$ cat src/rtl/imm_decode_stage_pkg.sv
// Shared decode definitions: extender operation encodings, opcode constants
// and the decoded-bundle layout carried through the decode stage.
package imm_decode_stage_pkg;

    typedef enum logic [1:0] {
        EXT_ZERO = 2'b00,
        EXT_SIGN = 2'b01,
        EXT_HIGH = 2'b10
    } extOp_e;

    localparam logic [5:0] OP_RTYPE = 6'b000000;
    localparam logic [5:0] OP_J     = 6'b000010;
    localparam logic [5:0] OP_BEQ   = 6'b000100;
    localparam logic [5:0] OP_BNE   = 6'b000101;
    localparam logic [5:0] OP_ADDI  = 6'b001000;
    localparam logic [5:0] OP_ADDIU = 6'b001001;
    localparam logic [5:0] OP_SLTI  = 6'b001010;
    localparam logic [5:0] OP_SLTIU = 6'b001011;
    localparam logic [5:0] OP_ANDI  = 6'b001100;
    localparam logic [5:0] OP_ORI   = 6'b001101;
    localparam logic [5:0] OP_XORI  = 6'b001110;
    localparam logic [5:0] OP_LUI   = 6'b001111;
    localparam logic [5:0] OP_LW    = 6'b100011;
    localparam logic [5:0] OP_SW    = 6'b101011;

    typedef struct packed {
        logic [5:0]  opcode;
        logic [4:0]  rs;
        logic [4:0]  rt;
        logic [4:0]  rd;
        logic [5:0]  funct;
        logic [15:0] imm16;
        extOp_e      extOp;
        logic        illegal;
    } decoded_t;

    // Raw field split only; extOp/illegal come from imm_ctrl_decode.
    function automatic decoded_t splitFields(input logic [31:0] instr);
        decoded_t d;
        d.opcode  = instr[31:26];
        d.rs      = instr[25:21];
        d.rt      = instr[20:16];
        d.rd      = instr[15:11];
        d.funct   = instr[5:0];
        d.imm16   = instr[15:0];
        d.extOp   = EXT_ZERO;
        d.illegal = 1'b0;
        return d;
    endfunction

endpackage

$ cat src/rtl/imm_ctrl_decode.sv
// Combinational opcode-to-extender control map; unsupported opcodes are
// flagged illegal and default to zero extension.
module imm_ctrl_decode
    import imm_decode_stage_pkg::*;
(
    input  logic [5:0] opcode,
    output extOp_e     extOp,
    output logic       illegal
);

    always_comb begin
        extOp   = EXT_ZERO;
        illegal = 1'b0;
        case (opcode)
            OP_ADDI, OP_ADDIU, OP_SLTI, OP_SLTIU,
            OP_BEQ, OP_BNE, OP_LW, OP_SW:       extOp = EXT_SIGN;
            OP_ANDI, OP_ORI, OP_XORI:           extOp = EXT_ZERO;
            OP_LUI:                             extOp = EXT_HIGH;
            OP_RTYPE, OP_J:                     extOp = EXT_ZERO;
            default:                            illegal = 1'b1;
        endcase
    end

endmodule

$ cat src/rtl/imm_decode_stage.sv
// Registered decode stage feeding the immediate extender: decodes at accept,
// buffers through a main/skid pair so in_ready stays a flop output.
module imm_decode_stage
    import imm_decode_stage_pkg::*;
#(
    parameter int PC_W  = 32,
    parameter int CNT_W = 32
) (
    input  logic             clk,
    input  logic             rst_n,
    input  logic             flush,
    input  logic             in_valid,
    output logic             in_ready,
    input  logic [31:0]      in_instr,
    input  logic [PC_W-1:0]  in_pc,
    output logic             out_valid,
    input  logic             out_ready,
    output logic [PC_W-1:0]  out_pc,
    output logic [5:0]       out_opcode,
    output logic [4:0]       out_rs,
    output logic [4:0]       out_rt,
    output logic [4:0]       out_rd,
    output logic [5:0]       out_funct,
    output logic [15:0]      out_imm16,
    output logic [1:0]       out_ext_op,
    output logic             out_illegal,
    output logic [CNT_W-1:0] decode_cnt
);

    logic             mainValid, skidValid, inReadyQ;
    decoded_t         mainData, skidData, inData;
    logic [PC_W-1:0]  mainPc, skidPc;
    logic [CNT_W-1:0] decodeCnt;
    extOp_e           inExtOp;
    logic             inIllegal;

    logic accept, handoff;
    logic mainValidNext, skidValidNext;
    logic mainFromSkid, mainFromIn, skidFromIn;

    imm_ctrl_decode uCtrl (
        .opcode  (in_instr[31:26]),
        .extOp   (inExtOp),
        .illegal (inIllegal)
    );

    always_comb begin
        inData         = splitFields(in_instr);
        inData.extOp   = inExtOp;
        inData.illegal = inIllegal;
    end

    assign accept  = in_valid && inReadyQ;
    assign handoff = mainValid && out_ready;

    // in_ready mirrors !skidValid, so an accept never coincides with a full skid.
    always_comb begin
        mainValidNext = mainValid;
        skidValidNext = skidValid;
        mainFromSkid  = 1'b0;
        mainFromIn    = 1'b0;
        skidFromIn    = 1'b0;
        if (flush) begin
            mainValidNext = 1'b0;
            skidValidNext = 1'b0;
        end else if (!mainValid || handoff) begin
            if (skidValid) begin
                mainFromSkid  = 1'b1;
                mainValidNext = 1'b1;
                skidValidNext = 1'b0;
            end else begin
                mainFromIn    = accept;
                mainValidNext = accept;
            end
        end else if (accept) begin
            skidFromIn    = 1'b1;
            skidValidNext = 1'b1;
        end
    end

    always_ff @(posedge clk or negedge rst_n) begin
        if (!rst_n) begin
            mainValid <= 1'b0;
            skidValid <= 1'b0;
            inReadyQ  <= 1'b1;
            mainData  <= '0;
            skidData  <= '0;
            mainPc    <= '0;
            skidPc    <= '0;
            decodeCnt <= '0;
        end else begin
            mainValid <= mainValidNext;
            skidValid <= skidValidNext;
            inReadyQ  <= !skidValidNext;
            if (mainFromSkid) begin
                mainData <= skidData;
                mainPc   <= skidPc;
            end else if (mainFromIn) begin
                mainData <= inData;
                mainPc   <= in_pc;
            end
            if (skidFromIn) begin
                skidData <= inData;
                skidPc   <= in_pc;
            end
            if (handoff && !flush)
                decodeCnt <= decodeCnt + CNT_W'(1);
        end
    end

    assign in_ready    = inReadyQ;
    assign out_valid   = mainValid;
    assign out_pc      = mainPc;
    assign out_opcode  = mainData.opcode;
    assign out_rs      = mainData.rs;
    assign out_rt      = mainData.rt;
    assign out_rd      = mainData.rd;
    assign out_funct   = mainData.funct;
    assign out_imm16   = mainData.imm16;
    assign out_ext_op  = mainData.extOp;
    assign out_illegal = mainData.illegal;
    assign decode_cnt  = decodeCnt;

endmodule

$ cat config.mk
export PLATFORM = sky130hd
export DESIGN_NAME = imm_decode_stage
export DESIGN_NICKNAME = d
export VERILOG_FILES = /design/src/rtl/imm_decode_stage_pkg.sv /design/src/rtl/imm_ctrl_decode.sv /design/src/rtl/imm_decode_stage.sv
export SDC_FILE = /design/constraint.sdc
export NUM_CORES = 1
export LEC_CHECK = 0
export ABC_AREA = 1
export BUFFER_PORTS_ARGS = -buffer_cell sky130_fd_sc_hd__buf_2
export CORE_MARGIN = 8
export CORE_UTILIZATION = 40
export DETAILED_ROUTE_END_ITERATION = 12
export PLACE_DENSITY = 0.72
export SETUP_SLACK_MARGIN = 0.05
export SLEW_MARGIN = 20
export SYNTH_ARGS = -nofsm -noshare
export SYNTH_HDL_FRONTEND = slang
export SYNTH_SLANG_ARGS = --single-unit
$ cat constraint.sdc
create_clock -name clk -period 1.7 [get_ports clk]
set_clock_uncertainty 0.2 [all_clocks]
set_input_delay 0.34 -clock clk [delete_from_list [all_inputs] [get_ports clk]]
set_output_delay 0.34 -clock clk [all_outputs]
set_load 0.01 [all_outputs]
==> run summary <==
Detailed-route DRC error count: 0
Die H: 155.2 µm
Vias: 7292
Root buffer cell: clkbuf_16
Clock sink count: 169
Worst hold slack: 0.02423 ns
Total power: 11.44 mW
Top-count cell post-synth: nand2_1
CP Class: flop to primary output
Largest cells by area after synthesis: dfrtp_1 54%, nand2_1 11%, o21ai_1 8.1%, nor2_1 4.7%, o21ai_0 4.6%
Worst-Margin Slew: 0.3373 ns
Setup violators final: 1
Mux cell area share after synthesis: 0%
I/O pin count: 181
Hold Path End: skidData[44]
Placement row count: 51
Tot GR Track Use: 17.96%
Setup crit end kind: primary output
Post-synthesis compound-gate area fraction: 13.62%
First-pass GRT wire length: 35.16 mm
XOR/XNOR Fraction of Synth Area: 2.033%
CORE AREA: 19270 µm²
Final global-route overflow total: 0
Gp weighted congestion: 0.8165
Routed wire length: 23.94 mm
Layout net count: 1285
CTS tree: built
Cells after Synth: 923
Clock Tree Buf Depth: 2
Mapped cell area: 7755 µm²
Non-filler cells, final: 1493
Yosys reg bits: 169
Crit path DAT: 1.17 ns
Synthesized Nets: 993
Routed WL per cell: 16.03 µm
Simple-gate portion of the synthesized area: 20.05%
RSZ-0062 raised after global routing: true
Full die area: 24100 µm²
# H-tree levels: 4
DP Worst Slack: -0.05727 ns
Num CTS Buffers: 17
Critical path required time: 1.16 ns
Syn Area/Cell: 8.402 µm²
Synth cell types: 29
Share of post-route cells with drive strength above 1: 32.41%
DIE WIDTH: 155.2 µm
Adder-Cell Fraction of Synth Area: 0.1613%
Iter 0 DRT Violations: 413
Setup TNS: -0.008846 ns
Maximum number of pins on one net before global-route repair: 61
Synth top cells by count: 223 x nand2_1, 168 x dfrtp_1, 125 x o21ai_1
PwrDens: 1013 nW/µm²
Initial antenna violation count: 0
Vias in the first global route: 7065
HP Start: in_instr[30]
Synth warn: 0
Static leakage: 5.770 nW
Period minus WS final: 1.709 ns
CP Max Fanout: 2
Sequential element share of the synthesized area: 54.55%
Maximum capacitance violations: 0
Post-synth EDFFs: 0
Critical path launch point type: flop
Vias per cell: 4.884
Pre-antenna DRT Iters: 4
Initial core utilization: 40.24%
Clock slew at reported path FFs: 0.07 ns
Final Hold Vio Count: 0
Max frequency: 585.2 MHz
Area grow syn2layout: 45.58%
Final WS setup: -0.008846 ns
Post-DP Area: 9128 µm²
Worst reg2reg path depth: 8
Largest family of logic cells by synthesized area: simple AND/OR/NAND/NOR gates
Latest clock arrival within the worst-skew pair: 0.43 ns
Relative slew margins: 77.52%
Antenna Cells: 0
Fin area: 11290 µm²
Post-synth ARST share: 100.0%
Maximum VDD drop: 0.7101 mV
Hold path depth: 3
Failing checks: negative setup slack
Cell taking the most area after synthesis: dfrtp_1
Status: finished, violations left
Top-area cell type share of the netlist area: 54.21%
Placed insts: 1362
Port-buffer cells: 180
Final HPWL DP: 14.12 mm
R2R setup slack: 0.01 ns
Post-synth top flop: dfrtp_1
Critical R2R Capture: out_pc[18]
Tcrit/Tclk final: 100.5%
Antenna Nets Post-Route: 0
Post-Route Utilization: 58.58%
Hold crit path type: input pin to flop
Reg2reg start: out_valid
Max Slew Vio Count: 0
layout make-up:
type                       instances  area (µm²)
sequential                       169        4234
clock inverter                    15       145.1
timing repair buffer             326        2669
tap                              265       331.6
clock buffer                      17       425.4
inverter                          99       384.1
multi-input combinational        601        3092
timing repair inverter             1       8.758
fill                            1650        7981
timing repair:
item                                    CTS  global route
setup buffers                            10            12
endpoints found under the setup margin   43           172
endpoints found under the hold margin   238             0
pin swaps                                 8            31
cloned                                    0            17
gates resized for setup                  44           129
hold buffers                             61             0
kinds of logic (layout without fill, tap and decap cells):
group / Yosys count / count (layout)
AO/OA/AOI/OAI: 206 / 206
AND/OR/NAND/NOR: 376 / 376
buffers and inverters: 153 / 458
flip-flops: 169 / 169
adder cells (fa/ha/maj): 1 / 1
XOR/XNOR: 18 / 18
critical path, cell delays in order (launching register included):
cell and delay (ns):
dfstp_2 0.55, buf_6 0.10, buf_6 0.09
worst max path at each step:
stage                  start              to  slack, ns
6_report            in_ready        in_ready     -0.009
3_3_place_gp   decode_cnt[0]  decode_cnt[30]       0.03
2_1_floorplan  decode_cnt[1]  decode_cnt[24]       0.05
4_1_cts             in_ready        in_ready      -0.03
3_5_place_dp        in_ready    out_imm16[7]      -0.06
5_1_grt        decode_cnt[1]  decode_cnt[30]      -0.06
flip-flops by register name, indices dropped and copies added, names as in the netlist:
name / count
skidData: 35
decode_cnt: 32
out_pc: 32
skidPc: 32
out_imm16: 6
out_opcode: 6
out_funct: 5
out_rd: 5
out_rs: 5
out_rt: 5
out_ext_op: 2
in_ready: 1
out_illegal: 1
out_valid: 1
skidValid: 1
layer usage:
| layer | track usage [%] | up-vias | wire length (µm) |
|---|---|---|---|
| met1 | 23.35 | 3516 | 10350 |
| met5 | 0 | - | 0 |
| met3 | 4.993 | 21 | 1648 |
| met4 | 4.806 | 0 | 300 |
| met2 | 29.00 | 246 | 11650 |
| li1 | - | 3509 | - |
cell usage in the layout, fill, tap and decap left out, drive strengths merged, types with 8 or more instances in the layout:
cell type	synthesis	routed
xnor2	8	8
clkbuf	13	27
nand2	226	226
nand4	9	9
buf	41	255
inv	99	110
dlygate4sd3	0	61
nor2	108	108
dfrtp	168	168
o21ai	201	201
xor2	10	10
nand3	27	27
where the power goes:
part	switching (mW)	internal, mW
clock network	1.84	1.96
logic	1.25	1.12
registers	0.503	4.77
(Power assumes the default switching activity.)
